--- config.mk ---
export PLATFORM = sky130hd
export DESIGN_NAME = brief_desc_packer
export DESIGN_NICKNAME = d
export VERILOG_FILES = /design/src/rtl/brief_desc_packer_pkg.sv /design/src/rtl/brief_desc_packer_slot.sv /design/src/rtl/brief_desc_packer.sv
export SDC_FILE = /design/constraint.sdc
export NUM_CORES = 1
export LEC_CHECK = 0
export CAP_MARGIN = 20
export CELL_PAD_IN_SITES_DETAIL_PLACEMENT = 1
export CELL_PAD_IN_SITES_GLOBAL_PLACEMENT = 1
export CORE_ASPECT_RATIO = 1.25
export CORE_MARGIN = 2
export CORE_UTILIZATION = 44
export DETAILED_ROUTE_END_ITERATION = 8
export GPL_TIMING_DRIVEN = 0
export HOLD_SLACK_MARGIN = 0.15
export MAX_ROUTING_LAYER = met4
export PLACE_DENSITY_LB_ADDON = 0.3
export SETUP_SLACK_MARGIN = 0.3
export SYNTH_ARGS = -nofsm -noshare
export SYNTH_HDL_FRONTEND = slang
export SYNTH_SLANG_ARGS = --single-unit
--- constraint.sdc ---
create_clock -name clk -period 2.8 [get_ports clk]
set_clock_uncertainty 0.05 [all_clocks]
set_input_delay 0.42 -clock clk [delete_from_list [all_inputs] [get_ports clk]]
set_output_delay 0.42 -clock clk [all_outputs]
set_load 0.02 [all_outputs]
--- src/rtl/brief_desc_packer_pkg.sv ---
// brief_desc_packer_pkg
//   Shared constants and types for the binary-descriptor path (sampler ->
//   packer -> Hamming matcher).
//   - DESC_W_DEF / PIX_W_DEF / CNT_W_DEF : default descriptor, pixel and
//     pair-count widths
//   - state_t    : packer FSM states
//   - pix_pair_t : one sampled intensity pair as it leaves the patch sampler
package brief_desc_packer_pkg;

  localparam int DESC_W_DEF = 128;
  localparam int PIX_W_DEF  = 8;
  localparam int CNT_W_DEF  = $clog2(DESC_W_DEF) + 1;

  // ACC: shift register filling. HOLD: a complete descriptor is parked
  // because the output slot is still occupied.
  typedef enum logic {
    ST_ACC  = 1'b0,
    ST_HOLD = 1'b1
  } state_t;

  typedef struct packed {
    logic [PIX_W_DEF-1:0] pix_a;
    logic [PIX_W_DEF-1:0] pix_b;
    logic                 last;
  } pix_pair_t;

endpackage

--- src/rtl/brief_desc_packer_slot.sv ---
// desc_out_slot
//   One-entry valid/ready output register. The payload is opaque to this
//   module; the packer concatenates {short, [popcnt,] desc} into it.
//   clk, rst_n : clock, async active-low reset
//   clr        : sync clear of the valid flag only (payload is kept)
//   load, din  : capture din and raise valid next cycle
//   ready      : downstream accept; valid drops when nothing new is loaded
//   valid,dout : slot contents, held stable while valid & !ready
module desc_out_slot #(
  parameter int W = 129
) (
  input  logic         clk,
  input  logic         rst_n,
  input  logic         clr,
  input  logic         load,
  input  logic [W-1:0] din,
  input  logic         ready,
  output logic         valid,
  output logic [W-1:0] dout
);

  logic         valid_q, valid_d;
  logic [W-1:0] data_q, data_d;

  always_comb begin
    valid_d = valid_q;
    data_d  = data_q;
    if (clr) begin
      valid_d = 1'b0;
    end else if (load) begin
      valid_d = 1'b1;
      data_d  = din;
    end else if (ready) begin
      valid_d = 1'b0;
    end
  end

  always_ff @(posedge clk or negedge rst_n) begin
    if (!rst_n) begin
      valid_q <= 1'b0;
      data_q  <= '0;
    end else begin
      valid_q <= valid_d;
      data_q  <= data_d;
    end
  end

  assign valid = valid_q;
  assign dout  = data_q;

endmodule

--- src/rtl/brief_desc_packer.sv ---
// brief_desc_packer
//   Packs pixel-pair samples into DESC_W-bit binary descriptors
//   (bit k = pix_a > pix_b for pair k of the patch, LSB first).
//   A closed descriptor goes straight to the output slot when it is free,
//   otherwise it waits in the shift register (HOLD) and input is stalled.
//   Ports:
//     clk, rst_n                  clock, async active-low reset
//     clr                         sync clear of partial and pending descriptors
//     s_valid/s_ready             pair handshake
//     s_pix_a, s_pix_b, s_last    pair intensities, end-of-patch marker
//     m_valid/m_ready             descriptor handshake
//     m_desc, m_short             descriptor, closed-early flag
//     m_popcnt                    ones in m_desc (only with DESC_POPCNT_EN)
//   Build option: define DESC_POPCNT_EN to add the m_popcnt output.
module brief_desc_packer
  import brief_desc_packer_pkg::*;
#(
  parameter int DESC_W = DESC_W_DEF,
  parameter int PIX_W  = PIX_W_DEF,
  parameter int CNT_W  = $clog2(DESC_W) + 1
) (
  input  logic              clk,
  input  logic              rst_n,
  input  logic              clr,
  input  logic              s_valid,
  output logic              s_ready,
  input  logic [PIX_W-1:0]  s_pix_a,
  input  logic [PIX_W-1:0]  s_pix_b,
  input  logic              s_last,
  output logic              m_valid,
  input  logic              m_ready,
  output logic [DESC_W-1:0] m_desc,
  output logic              m_short
`ifdef DESC_POPCNT_EN
  ,
  output logic [CNT_W-1:0]  m_popcnt
`endif
);

  localparam logic [CNT_W-1:0] LAST_CNT = CNT_W'(DESC_W - 1);
  localparam int IDX_W = CNT_W - 1;
`ifdef DESC_POPCNT_EN
  localparam int PAY_W = DESC_W + 1 + CNT_W;
`else
  localparam int PAY_W = DESC_W + 1;
`endif

  state_t            state_q, state_d;
  logic [CNT_W-1:0]  cnt_q, cnt_d;
  logic [DESC_W-1:0] sr_q, sr_d, sr_nxt;
  logic              short_q, short_d;
  logic              init_q;
  logic              accept, pair_bit, close, early, slot_free, slot_load;
  logic [PAY_W-1:0]  slot_din, slot_dout;
`ifdef DESC_POPCNT_EN
  logic [CNT_W-1:0]  ones_q, ones_d, ones_nxt;
`endif

  assign accept    = s_valid & s_ready;
  assign pair_bit  = s_pix_a > s_pix_b;
  assign close     = accept & ((cnt_q == LAST_CNT) | s_last);
  assign early     = s_last & (cnt_q != LAST_CNT);
  assign slot_free = ~m_valid | m_ready;

  // A new descriptor starts from zero whenever cnt is 0, so bits above the
  // write pointer are always clean even after clr left stale data behind.
  always_comb begin
    sr_nxt = (cnt_q == '0) ? '0 : sr_q;
    sr_nxt[cnt_q[IDX_W-1:0]] = pair_bit;
  end

`ifdef DESC_POPCNT_EN
  assign ones_nxt = ((cnt_q == '0) ? '0 : ones_q) + CNT_W'(pair_bit);
`endif

  // FSM: state register
  always_ff @(posedge clk or negedge rst_n) begin
    if (!rst_n) state_q <= ST_ACC;
    else        state_q <= state_d;
  end

  // FSM: next state
  always_comb begin
    state_d = state_q;
    if (clr) begin
      state_d = ST_ACC;
    end else begin
      case (state_q)
        ST_ACC:  if (close && !slot_free)   state_d = ST_HOLD;
        ST_HOLD: if (m_valid && m_ready)    state_d = ST_ACC;
        default: state_d = ST_ACC;
      endcase
    end
  end

  // FSM: outputs. s_ready depends on flops only.
  always_comb begin
    s_ready   = init_q & (state_q == ST_ACC);
    slot_load = 1'b0;
`ifdef DESC_POPCNT_EN
    slot_din  = {short_q, ones_q, sr_q};
`else
    slot_din  = {short_q, sr_q};
`endif
    if (!clr) begin
      if (state_q == ST_ACC) begin
        slot_load = close & slot_free;
`ifdef DESC_POPCNT_EN
        slot_din  = {early, ones_nxt, sr_nxt};
`else
        slot_din  = {early, sr_nxt};
`endif
      end else begin
        slot_load = m_valid & m_ready;
      end
    end
  end

  // Datapath next state. Shift register contents survive clr; only the
  // pair count is dropped.
  always_comb begin
    cnt_d   = cnt_q;
    sr_d    = sr_q;
    short_d = short_q;
`ifdef DESC_POPCNT_EN
    ones_d  = ones_q;
`endif
    if (clr) begin
      cnt_d = '0;
    end else if (accept) begin
      sr_d    = sr_nxt;
      short_d = early;
      cnt_d   = close ? '0 : cnt_q + CNT_W'(1);
`ifdef DESC_POPCNT_EN
      ones_d  = ones_nxt;
`endif
    end
  end

  always_ff @(posedge clk or negedge rst_n) begin
    if (!rst_n) begin
      cnt_q   <= '0;
      sr_q    <= '0;
      short_q <= 1'b0;
      init_q  <= 1'b0;
`ifdef DESC_POPCNT_EN
      ones_q  <= '0;
`endif
    end else begin
      cnt_q   <= cnt_d;
      sr_q    <= sr_d;
      short_q <= short_d;
      init_q  <= 1'b1;
`ifdef DESC_POPCNT_EN
      ones_q  <= ones_d;
`endif
    end
  end

  desc_out_slot #(.W(PAY_W)) u_slot (
    .clk   (clk),
    .rst_n (rst_n),
    .clr   (clr),
    .load  (slot_load),
    .din   (slot_din),
    .ready (m_ready),
    .valid (m_valid),
    .dout  (slot_dout)
  );

  assign m_desc  = slot_dout[DESC_W-1:0];
  assign m_short = slot_dout[PAY_W-1];
`ifdef DESC_POPCNT_EN
  assign m_popcnt = slot_dout[DESC_W +: CNT_W];
`endif

endmodule
**After elaboration in Yosys (flattened, before gate mapping)**

Cells that the tools add are included.

- Input port bits: 22
- Output and inout port bits: 131
- Register bits after elaboration: 269

- $add $sub $neg: 1
- Bitwise gates (word level): 11
- Order comparisons: 3
- Reductions and logical operators: 9
- Eq/ne operators: 2
- Mux-type cells: 17

Operators with widths:

| operator | number |
|---|---|
| $mux W129 | 1 |
| $bwmux W128 | 1 |
| $mux W128 | 1 |
| $mux W8 | 3 |
| $mux W1 | 9 |
| $add A8 B1 Y8 const B | 1 |
| $eq A8 B7 Y1 const B | 1 |
| $gt A8 B8 Y1 | 1 |
| $logic_not A8 Y1 | 1 |
| $lt A7 B8 Y1 const B | 1 |
| $ne A8 B7 Y1 const B | 1 |
| $demux W1 S7 | 1 |
| $ge A7 B1 Y1 const B | 1 |
| $and A1 B1 Y1 | 6 |
| $reduce_and A2 Y1 | 2 |
| $logic_and A1 B1 Y1 | 3 |
| $not A1 Y1 | 3 |
| $reduce_bool A3 Y1 | 1 |
| $or A1 B1 Y1 | 2 |
| $pmux W1 S2 | 1 |
| $reduce_bool A2 Y1 | 1 |
| $logic_not A1 Y1 | 1 |

**Logic depth before layout (Yosys ltp)**

- Depth after elaboration: 9
- Mapped depth: 10
- Gate-level depth less buffers: 7

**Cells and area by module**

A second synthesis with hierarchy kept.

- Cell total of the unflattened synthesis: 1416
- Area, all modules: 13272.7 µm²

Modules (own cells, without submodules):

| module | area an instance (µm²) | cells each | times used |
|---|---|---|---|
| brief_desc_packer | 8366.8 | 1139 | 1 |
| desc_out_slot | 4906.0 | 277 | 1 |

**Least setup slack after synthesis**

No wires, ideal clock.

- Path kind: input to register
- From: input s_pix_b[6]
- To: register sr_q[61]
- Path buffers: 3
- Data arrival time: 2.160 ns
- Setup time: 0.136 ns
- Required time: 2.614 ns
- Stages on the path: 10
- Path slack: 0.454 ns
- Path through: inv_1 -> ha_1 -> a21oi_1 -> a21boi_0 -> or2_0 -> clkbuf_1 -> buf_4 -> o211ai_1 -> clkbuf_1 -> o21ai_0

- Cells in the longest elaborated chain, start to end: 2

Ends and longest elaborated chain:

| item | line | text |
|---|---|---|
| from (decl) | brief_desc_packer.sv:28 | `input logic [PIX_W-1:0] s_pix_b,` |
| $gt A8 B8 Y1 | brief_desc_packer.sv:60 | `assign pair_bit = s_pix_a > s_pix_b;` |
| $bwmux W128 | brief_desc_packer.sv:69 | `sr_nxt[cnt_q[IDX_W-1:0]] = pair_bit;` |
| to (signal assigned) | brief_desc_packer.sv:151 | `sr_q <= sr_d;` |
| to (decl) | brief_desc_packer.sv:50 | `logic [DESC_W-1:0] sr_q, sr_d, sr_nxt;` |

No other way between the ends.
A chain may end at the register's enable or synchronous reset.

**Final worst setup path**

- From: register cnt_q[2]
- To: register u_slot.data_q[127] (netlist: u_slot.dout[127])

- Cells in the longest elaborated chain, start to end: 7
- Elaborated cells on any way between the ends: 16
- Those cells by class: 2 x order compare; 1 x eq/ne; 7 x mux; 3 x bitwise; 3 x reduce/logical

Ends and longest elaborated chain:

| item | line | text |
|---|---|---|
| from (decl) | brief_desc_packer.sv:49 | `logic [CNT_W-1:0] cnt_q, cnt_d;` |
| from (signal assigned) | brief_desc_packer.sv:150 | `cnt_q <= cnt_d;` |
| parallel branches: the longest is 7 deep, another holds $lt A7 B8 Y1 | n/a |  |
| to (signal assigned) | brief_desc_packer_slot.sv:44 | `data_q <= data_d;` |
| to (decl) | brief_desc_packer_slot.sv:23 | `logic [W-1:0] data_q, data_d;` |

Parallel ways; which one is timed is not known.

==> run metrics <==
#FFs+latches synth=269; Critical path origin=cnt_q[2]; Post-Syn Nets=1487; grt ovf=0; final wirelength=58150 µm; Compound-Gate Fraction of Synth Area=37.68%; FP Rows=73; final std cells w/o fill=2107; largest delay contributor family on the critical path=buffers and inverters; area growth from synthesis to layout=27.06%; DRT Pass-1 Iters=5; Worst-Margin Slew=0.7988 ns; sequential fraction of the synthesis area=47.87%; Final Total Pwr=8.720 mW; P per Cell Area=488.1 nW/µm²; DP Area=16200 µm²; Buffers on Ports=152; Max Cap Violations=0; Period Utilization, post-route=89.13%; die width=163.9 µm; TritonCTS clock tree=built; Final Hold Fails=0; Fmax=400.7 MHz; Post-DRT Antenna Nets=0; Top-Level Pins=153; top_reg_cell synth=dfrtp_1; DRC=0; final setup margin=0.3042 ns; mapped cell area=14060 µm²; Crit path arrival time=2.95 ns; Register-to-Register Setup Slack=0.30 ns; total CTS buffers=29; max-slew violations=0; CP max-delay cell=or3_1; Initial Util=44.49%; initial antenna violation count=0; total track usage=35.20%; mux cell area share after synthesis=0%; Hold WC Path Type=in -> async; main combinational cell family by area after synthesis=compound AO/OA/AOI/OAI gates; leading cell type in the layout, fill and taps excluded=dfrtp_1; Rel. slew slack=46.75%; status=complete, no violations; CP cell instances=buf_2, buf_2, and3_1, buf_2, nand2_1, or3_1, a21o_1, a31oi_1; Crit path depth=8; synth warn=0; Max VDD drop=0.4057 mV; first-pass GRT wire length=86530 µm; crit path to=u_slot.dout[127]; DP HPWL=38850 µm; root buf cell=clkbuf_16; Chip Height=203.9 µm; Crit Path Max Fanout=10; Worst Path Buf+Inv=3; Final GP Congestion=0.9677; Die ar.=33410 µm²; RR Endpoint=u_slot.dout[127]; Clock transition at path regs=0.07 ns; Critical Path End Type=flip-flop; pre-CTS setup slack=-1.102 ns; synthesized instance count=1455; layout cell share with drive strength beyond 1=14.40%; vias in the first global route=14783; post-synthesis simple-gate area fraction=7.759%; reg-to-reg startpoint=cnt_q[2]; Wirelength per Cell=27.60 µm; nets@finish=1706; Synth Area per Inst=9.664 µm²; largest net degree at the start of global routing=86; Critical Path RT=3.25 ns; most used cell along the critical path=buf_2; total vias in the final route=14089; Crit Path Class=reg -> reg; min Tclk post-route=2.496 ns; post-synthesis cell type count=55; Sink Count=269; Leakage=7.499 nW; Core ar.=31600 µm²; Clock Path Buffers=3; Largest stage delay, worst path=0.37 ns; RSZ-0062 raised after global routing=yes; final setup fails=0; final instance area=17870 µm²; number of diodes=0; DRT iter0 DRCs=1148; placed cell count=2024; CP startpoint kind=flip-flop; Synth Area in XOR/XNOR=0%; Synth async-reset ratio=100.0%; worst skew pair latency=0.59 ns; R2R cell count=8; most frequent cells in the layout=dfrtp_1, o21ai_0, clkdlybuf4s50_1, a21oi_1, a21boi_0; adder and majority gate portion of the synthesized area=0.8898%; Post-synth EDFFs=0; H-tree depth=1; Vias/cell=6.687
## worst min-delay path by stage
stage / startpoint / to / slack, ns / depth (start not counted)
after CTS: rst_n / u_slot.dout[78] / 0.30 / 2
after global routing: rst_n / u_slot.dout[78] / 0.33 / 2
after detailed placement: rst_n / u_slot.dout[78] / 0.31 / 1
after floorplan: rst_n / cnt_q[0] / 0.07 / 0
after global placement: short_q / short_q / 0.42 / 2
final: rst_n / u_slot.dout[78] / 0.29 / 2
## metal layers
metal | global-route usage, % | wire, µm
met5 | - | 0
met4 | 20.86 | 3557
met3 | 4.444 | 4237
met2 | 57.68 | 28580
met1 | 41.48 | 21770
## per-stage QoR
stage	hold WS, ns	TNS, ns	utilization, %
5_1_grt	0.3281	0	56.53
2_1_floorplan	0.07441	0	-
3_3_place_gp	0.4155	-2992.32	50.94
3_5_place_dp	0.3057	-146.98	51.26
4_1_cts	0.2960	0	55.47
6_report	0.2938	0	56.53
## state kept, by name (all words and copies together) (netlist names)
register	flops
init_q	1
u_slot.dout	129
state_q	1
cnt_q	8
u_slot.valid	1
short_q	1
sr_q	128
## layout make-up
cell class	count	area (µm²)
inverters	15	56.30
flip-flops and latches	269	6735
plain buffers	160	962.2
clock inverters	14	224.0
repair buffers	188	1896
clock buffers	38	769.5
multi-input cells	1011	6708
fillers	3573	13740
well taps	412	515.5
## where the power goes
group / internal (mW) / total, mW / switching [mW]
logic: 0.176 / 0.612 / 0.436
clock network: 2.48 / 4.19 / 1.71
registers: 3.90 / 3.92 / 0.0150
## synth_stat cells, drive strengths merged (15+ instances only)
master | instances | area (µm²)
a31o | 45 | 394.1
and2 | 82 | 513.0
inv | 15 | 56.30
clkbuf | 105 | 394.1
a311oi | 80 | 700.7
a221o | 47 | 470.5
a21oi | 136 | 691.9
nor2 | 26 | 100.1
o21ai | 347 | 1740
a21boi | 126 | 945.9
buf | 55 | 360.4
dfrtp | 269 | 6731
## logic make-up (layout without fill, tap and decap cells)
kind of cell | Yosys count | count (layout)
flip-flops | 269 | 269
other | 1 | 1
AND/OR/NAND/NOR | 187 | 187
adder cells (fa/ha/maj) | 10 | 10
buffers and inverters | 175 | 415
AO/OA/AOI/OAI | 813 | 813
## repair_timing
action                                 CTS  global route
setup endpoints to repair              238           201
buffers inserted                        16            13
resized for setup                       81            99
hold buffers                             1             0
pin swaps                               10             9
cloned                                   0             1
endpoints found under the hold margin  118             0
No activity file was read; power rests on OpenSTA's default activity.
